`src/rtl/imem_loader_pkg.sv`:
```
// Shared state encoding and sizing helpers for the instruction-memory loader.
package imem_loader_pkg;

  typedef enum logic [1:0] {
    ST_IDLE    = 2'd0,
    ST_COLLECT = 2'd1,
    ST_WRITE   = 2'd2,
    ST_DONE    = 2'd3
  } state_e;

  localparam int unsigned BYTES_PER_WORD     = 4;
  localparam int unsigned DEFAULT_ADDR_WIDTH = 10;

  function automatic int unsigned depth_of(input int unsigned addr_width);
    return 32'd1 << addr_width;
  endfunction

  localparam int unsigned DEPTH = depth_of(DEFAULT_ADDR_WIDTH);

endpackage

```
`src/rtl/imem_byte_packer.sv`:
```
// Assembles four accepted stream bytes into one little-endian word.
module imem_byte_packer
  import imem_loader_pkg::*;
#(
  parameter int DATA_WIDTH = 32
) (
  input  logic                  clk,
  input  logic                  reset_n,
  input  logic                  clear_i,
  input  logic                  accept_i,
  input  logic [7:0]            byte_i,
  output logic [DATA_WIDTH-1:0] word_o,
  output logic                  word_full_o
);

  logic [1:0]            cnt_q, cnt_d;
  logic [DATA_WIDTH-1:0] word_q, word_d;

  always_comb begin
    cnt_d  = cnt_q;
    word_d = word_q;
    if (clear_i) begin
      cnt_d  = '0;
      word_d = '0;
    end else if (accept_i) begin
      // Counter wraps to 0 on the fourth byte, ready for the next word.
      cnt_d = cnt_q + 2'd1;
      for (int k = 0; k < BYTES_PER_WORD; k++) begin
        if (cnt_q == 2'(k)) word_d[8*k +: 8] = byte_i;
      end
    end
  end

  always_ff @(posedge clk or negedge reset_n) begin
    if (!reset_n) begin
      cnt_q  <= '0;
      word_q <= '0;
    end else begin
      cnt_q  <= cnt_d;
      word_q <= word_d;
    end
  end

  assign word_o      = word_q;
  assign word_full_o = accept_i && (cnt_q == 2'd3);

endmodule

```
`src/rtl/imem_loader.sv`:
```
// Streams bytes into the instruction memory word by word and keeps the core
// held until the program image is completely written.
module imem_loader
  import imem_loader_pkg::*;
#(
  parameter int ADDR_WIDTH = 10,
  parameter int DATA_WIDTH = 32
) (
  input  logic                  clk,
  input  logic                  reset_n,
  input  logic                  start,
  input  logic [ADDR_WIDTH:0]   word_count,
  input  logic                  byte_valid,
  input  logic [7:0]            byte_data,
  output logic                  byte_ready,
  output logic                  mem_we,
  output logic [31:0]           mem_addr,
  output logic [DATA_WIDTH-1:0] mem_wdata,
  output logic                  busy,
  output logic                  done,
  output logic                  err,
  output logic [DATA_WIDTH-1:0] checksum,
  output logic                  cpu_hold
);

  localparam int unsigned         MEM_DEPTH = depth_of(ADDR_WIDTH);
  localparam logic [ADDR_WIDTH:0] DEPTH_W   = (ADDR_WIDTH+1)'(MEM_DEPTH);
  localparam logic [ADDR_WIDTH:0] ONE_W     = (ADDR_WIDTH+1)'(1);

  // Byte handshake: a byte moves on a rising edge where byte_valid and
  // byte_ready are both high; byte_ready depends only on state.
  state_e state_q, state_d;

  logic [ADDR_WIDTH:0]   count_q, count_d;
  logic [ADDR_WIDTH-1:0] word_index_q, word_index_d;
  logic [DATA_WIDTH-1:0] checksum_q, checksum_d;
  logic                  err_q, err_d;
  logic [31:0]           addr_hold_q, addr_hold_d;
  logic [DATA_WIDTH-1:0] wdata_hold_q, wdata_hold_d;

  logic                  start_ok;
  logic                  accept;
  logic                  last_word;
  logic [31:0]           cur_addr;
  logic [DATA_WIDTH-1:0] pk_word;
  logic                  pk_full;

  assign start_ok  = start && ((state_q == ST_IDLE) || (state_q == ST_DONE));
  assign accept    = byte_valid && byte_ready;
  assign last_word = (({1'b0, word_index_q} + ONE_W) == count_q);
  assign cur_addr  = {{(30-ADDR_WIDTH){1'b0}}, word_index_q, 2'b00};

  imem_byte_packer #(.DATA_WIDTH(DATA_WIDTH)) u_packer (
    .clk         (clk),
    .reset_n     (reset_n),
    .clear_i     (start_ok),
    .accept_i    (accept),
    .byte_i      (byte_data),
    .word_o      (pk_word),
    .word_full_o (pk_full)
  );

  always_ff @(posedge clk or negedge reset_n) begin
    if (!reset_n) state_q <= ST_IDLE;
    else          state_q <= state_d;
  end

  always_comb begin
    state_d = state_q;
    unique case (state_q)
      ST_IDLE, ST_DONE: begin
        if (start) begin
          if ((word_count == '0) || (word_count > DEPTH_W)) state_d = ST_DONE;
          else                                              state_d = ST_COLLECT;
        end
      end
      ST_COLLECT: if (pk_full) state_d = ST_WRITE;
      ST_WRITE:   state_d = last_word ? ST_DONE : ST_COLLECT;
      default:    state_d = ST_IDLE;
    endcase
  end

  always_comb begin
    byte_ready = (state_q == ST_COLLECT);
    mem_we     = (state_q == ST_WRITE);
    busy       = (state_q == ST_COLLECT) || (state_q == ST_WRITE);
    done       = (state_q == ST_DONE);
    // An oversize request ends in DONE but must not release the core.
    cpu_hold   = !((state_q == ST_DONE) && !err_q);
    mem_addr   = mem_we ? cur_addr : addr_hold_q;
    mem_wdata  = mem_we ? pk_word  : wdata_hold_q;
    checksum   = checksum_q;
    err        = err_q;
  end

  always_comb begin
    count_d      = count_q;
    word_index_d = word_index_q;
    checksum_d   = checksum_q;
    err_d        = err_q;
    addr_hold_d  = addr_hold_q;
    wdata_hold_d = wdata_hold_q;
    if (start_ok) begin
      count_d      = word_count;
      word_index_d = '0;
      checksum_d   = '0;
      err_d        = (word_count > DEPTH_W);
    end else if (state_q == ST_WRITE) begin
      checksum_d   = checksum_q ^ pk_word;
      addr_hold_d  = cur_addr;
      wdata_hold_d = pk_word;
      if (!last_word) word_index_d = word_index_q + 1'b1;
    end
  end

  always_ff @(posedge clk or negedge reset_n) begin
    if (!reset_n) begin
      count_q      <= '0;
      word_index_q <= '0;
      checksum_q   <= '0;
      err_q        <= 1'b0;
      addr_hold_q  <= '0;
      wdata_hold_q <= '0;
    end else begin
      count_q      <= count_d;
      word_index_q <= word_index_d;
      checksum_q   <= checksum_d;
      err_q        <= err_d;
      addr_hold_q  <= addr_hold_d;
      wdata_hold_q <= wdata_hold_d;
    end
  end

endmodule

```
`config.mk`:
```
export PLATFORM = sky130hd
export DESIGN_NAME = imem_loader
export DESIGN_NICKNAME = d
export VERILOG_FILES = /design/src/rtl/imem_loader_pkg.sv /design/src/rtl/imem_byte_packer.sv /design/src/rtl/imem_loader.sv
export SDC_FILE = /design/constraint.sdc
export NUM_CORES = 1
export LEC_CHECK = 0
export CAP_MARGIN = 20
export CORE_MARGIN = 10
export CORE_UTILIZATION = 50
export CTS_CLUSTER_DIAMETER = 60
export DETAILED_ROUTE_END_ITERATION = 8
export PLACE_DENSITY = 0.76
export SYNTH_ARGS = -nofsm -noshare
export SYNTH_HDL_FRONTEND = slang
export SYNTH_SLANG_ARGS = --single-unit
```
`constraint.sdc`:
```
create_clock -name clk -period 3.85 [get_ports clk]
set_input_delay 0.385 -clock clk [delete_from_list [all_inputs] [get_ports clk]]
set_output_delay 0.385 -clock clk [all_outputs]
set_load 0.02 [all_outputs]
```
==> flow_summary_export.csv <==
group,metric,value,unit
critical_path,critical_path.max_fanout,78,
clock_network,clock_latency,430,ps
critical_path,start_kind,"flip-flop",
critical_path,crit_path_max_incr_delay,690,ps
placement,detailed_place_hpwl,11200,um
hold_path,hold_class,"reg2reg",
clock_network,htreeDepth,4,
grt,grt_pass1_wl,27800,um
sta,setup_viol,0,
power_and_ir_drop,power.internal,0.00396,W
detailed_routing,remaining_drc_errors,0,
power_and_ir_drop,combPwrFrac,36.8,%
sta,fin_setup_tns,0,ps
placement,port_buffers,124,
logic_synthesis,synth_seq_cells,154,
grt,grt_pass1_vias,5425,
clock_network,cts.sinks,154,
detailed_routing,wl_per_cell,16.5,um
sta,hold_viol,0,
clock_network,cts_tree,"yes",
logic_synthesis,netlist_area,7060,sq um
sta,min_period_over_period,80.2,%
critical_path,criticalPathCategory,"reg2out",
grt,grt_start_max_net_pins,92,
logic_synthesis,synth_top_cell_by_area,"dfrtp_1",
power_and_ir_drop,clkPwrFrac,26.9,%
critical_path,crit_arrival,2700,ps
floorplan,num_rows,43,
floorplan,fp.dieH,139,um
layout,multiInputGateArea,2860,sq um
sta,fin_skew,6.16,ps
sta,slew_headroom,33.7,%
floorplan,start_util,51.0,%
sta,fmax,0.324,GHz
logic_synthesis,avgSynthCellArea,10.2,sq um
power_and_ir_drop,leakage,4.17,nW
floorplan,die_x,139,um
placement,place_ws,873,ps
clock_network,clock_tree.buffer_depth,2,
sta,worstMarginPinSlew,994,ps
sta,holdWs,493,ps
logic_synthesis,synthArstFlopShare,100,%
logic_synthesis,synth_nets,725,
logic_synthesis,yosysWarnings,0,
logic_synthesis,synth_edf_count,0,
critical_path,regToRegSetupSlack,840,ps
detailed_routing,initialDrtViolationCount,345,
layout,drive_gt1_share,10.1,%
sta,drv_slew,0,
sta,setup_slack,764,ps
logic_synthesis,syn-instance-count,693,
power_and_ir_drop,power.total,0.00621,W
critical_path,cp_slowest_cell,"ha_4",
detailed_routing,totalWireLength,16400,um
power_and_ir_drop,switching_power,0.00225,W
power_and_ir_drop,p_seq_share,36.2,%
logic_synthesis,synthTopCellsByArea,"dfrtp_1 55%, o21ai_0 5.4%, xor2_1 4.8%",
floorplan,ios,125,
layout,antennaDiodeCount,0,
clock_network,cts-root-buf,"clkbuf_16",
power_and_ir_drop,swShare,36.3,%
grt,grt_use_total,17.3,%
logic_synthesis,synth-main-ff-cell,"dfrtp_1",
grt,antenna_found_initial,0,
detailed_routing,via_per_inst,5.25,
layout,final.fill_count,1057,
layout,nets,831,
logic_synthesis,synth_cell_types,43,
sta,period_needed,3090,ps
grt,grt-ovfl-total,0,
clock_network,clkTransAtPathRegs,60,ps
detailed_routing,dr.pass1.iters,5,
logic_synthesis,synth_top_area_share,54.6,%
placement,gp_congestion,0.930,
critical_path,path_cells,"inv_1 > ha_4 > nand2_1 > o21ai_0 > clkdlybuf4s50_1",
run_status,status,"finished, final reports clean",
detailed_routing,num_vias,5210,
power_and_ir_drop,power.density,690,nW/um^2
logic_synthesis,ys_seq_area_share,54.6,%
sta,rsz0062_at_grt,"false",
flow_run,maxCapViolations,0,
critical_path,cp-end-kind,"primary output",
power_and_ir_drop,peakVddDrop,0.446,mV
critical_path,crit_required,3460,ps
clock_network,cts_made_buffers,17,
layout,seqCellArea,3850,sq um
floorplan,core,13800,sq um
detailed_routing,ant_nets,0,
layout,syn_to_final_growth,27.6,%
floorplan,dieArea,19300,sq um
[layout make-up]
class	count	area share, %
clock buffer	20	4.96
clock inverter	12	1.65
inverter	41	1.71
multi-input combinational	455	31.7
sequential	154	42.8
tap	180	2.50
timing repair buffer	130	14.6
[layer usage]
| layer | wire length (um) | GRT usage, % |
|---|---|---|
| met5 | 0 | 0 |
| met4 | 176 | 4.78 |
| met3 | 1270 | 6.44 |
| met2 | 7570 | 26.9 |
| met1 | 7370 | 22.2 |
[flip-flops by register name (all words and copies together), names as in the netlist]
register / cells
addr_hold_q: 32
checksum: 32
u_packer.cnt_q: 2
u_packer.word_o: 32
count_q: 11
err: 1
word_index_q: 10
state_q: 2
wdata_hold_q: 32
[cells in the mapped netlist, types with 4 or more instances]
cell type	number
ha_1	9
or3_2	7
xnor2_1	7
nand3_1	13
nand2_1	89
a21oi_1	17
nor4_1	4
o21ai_0	76
nor2_1	62
mux2i_1	25
clkbuf_1	31
xor2_1	39
dfrtp_1	154
inv_1	41
nor2b_1	45
mux2_2	30
buf_1	4
[cells by family after synthesis]
family / Yosys count / synth area share, %
xor+xnor: 47 / 6.06
compound gates: 107 / 8.44
flops: 154 / 54.6
fa+ha+maj: 9 / 1.60
mux: 55 / 8.33
buf+inv: 84 / 5.20
simple gates: 237 / 15.7
[power groups by stage]
stage               Sequential [W]  Combinational [W]  Clock (W)
floorplan                  0.00230            0.00139          0
global placement           0.00225            0.00225          0
detailed placement         0.00228            0.00231          0
CTS                        0.00225            0.00233    0.00171
global route               0.00230            0.00252    0.00178
finish                     0.00225            0.00229    0.00167
[repair_timing]
action | 4_1_cts | 5_1_grt
endpoints found under the hold margin | 1 | 0
hold buffers | 1 | 0
buffers inserted | 0 | 0
gates resized for setup | 0 | 0
[critical path: cells and delay by family (launching register included)]
family	cells	cell delay [ps]
buffers and inverters	2	790
adders and majority gates	1	690
DFF	1	430
and+or+nand+nor	1	200
AOI/OAI and AO/OA	1	150
[stage by stage]
stage,util [%],instances,instance area (sq um)
finish,65.1,992,9000
global placement,60.7,959,8400
floorplan,-,693,7060
global route,65.1,992,9000
detailed placement,60.7,959,8400
CTS,65.1,992,9000
[layout by cell type, fill, tap and decap left out, types with 2 or more instances in the layout]
cell type and count:
a2111oi_0 2, a21oi_1 17, and3_1 3, and3_2 2, buf_12 2, buf_4 3
bufinv_16 3, clkbuf_1 2, clkbuf_16 17, clkdlybuf4s50_1 123, clkinv_2 4, clkinvlp_4 4
dfrtp_1 154, ha_1 8, inv_1 41, mux2_2 30, mux2i_1 25, nand2_1 89
nand3_1 13, nand4_1 3, nor2_1 62, nor2b_1 44, nor4_1 4, o21ai_0 76
o22ai_1 2, o31ai_1 2, or3_1 2, or3_2 7, or4_1 2, xnor2_1 7
xor2_1 39
[final timing paths]
check | from | end | cells after the start
max | state_q[0] | mem_wdata[21] | 5
max reg2reg | word_index_q[0] | word_index_q[4] | 7
min in group asynchronous | reset_n | checksum[20] | 2
max in group asynchronous | reset_n | state_q[0] | 3
min | addr_hold_q[17] | addr_hold_q[17] | 1
min reg2reg | addr_hold_q[17] | addr_hold_q[17] | 1
Power figures use the tool's default switching activity.
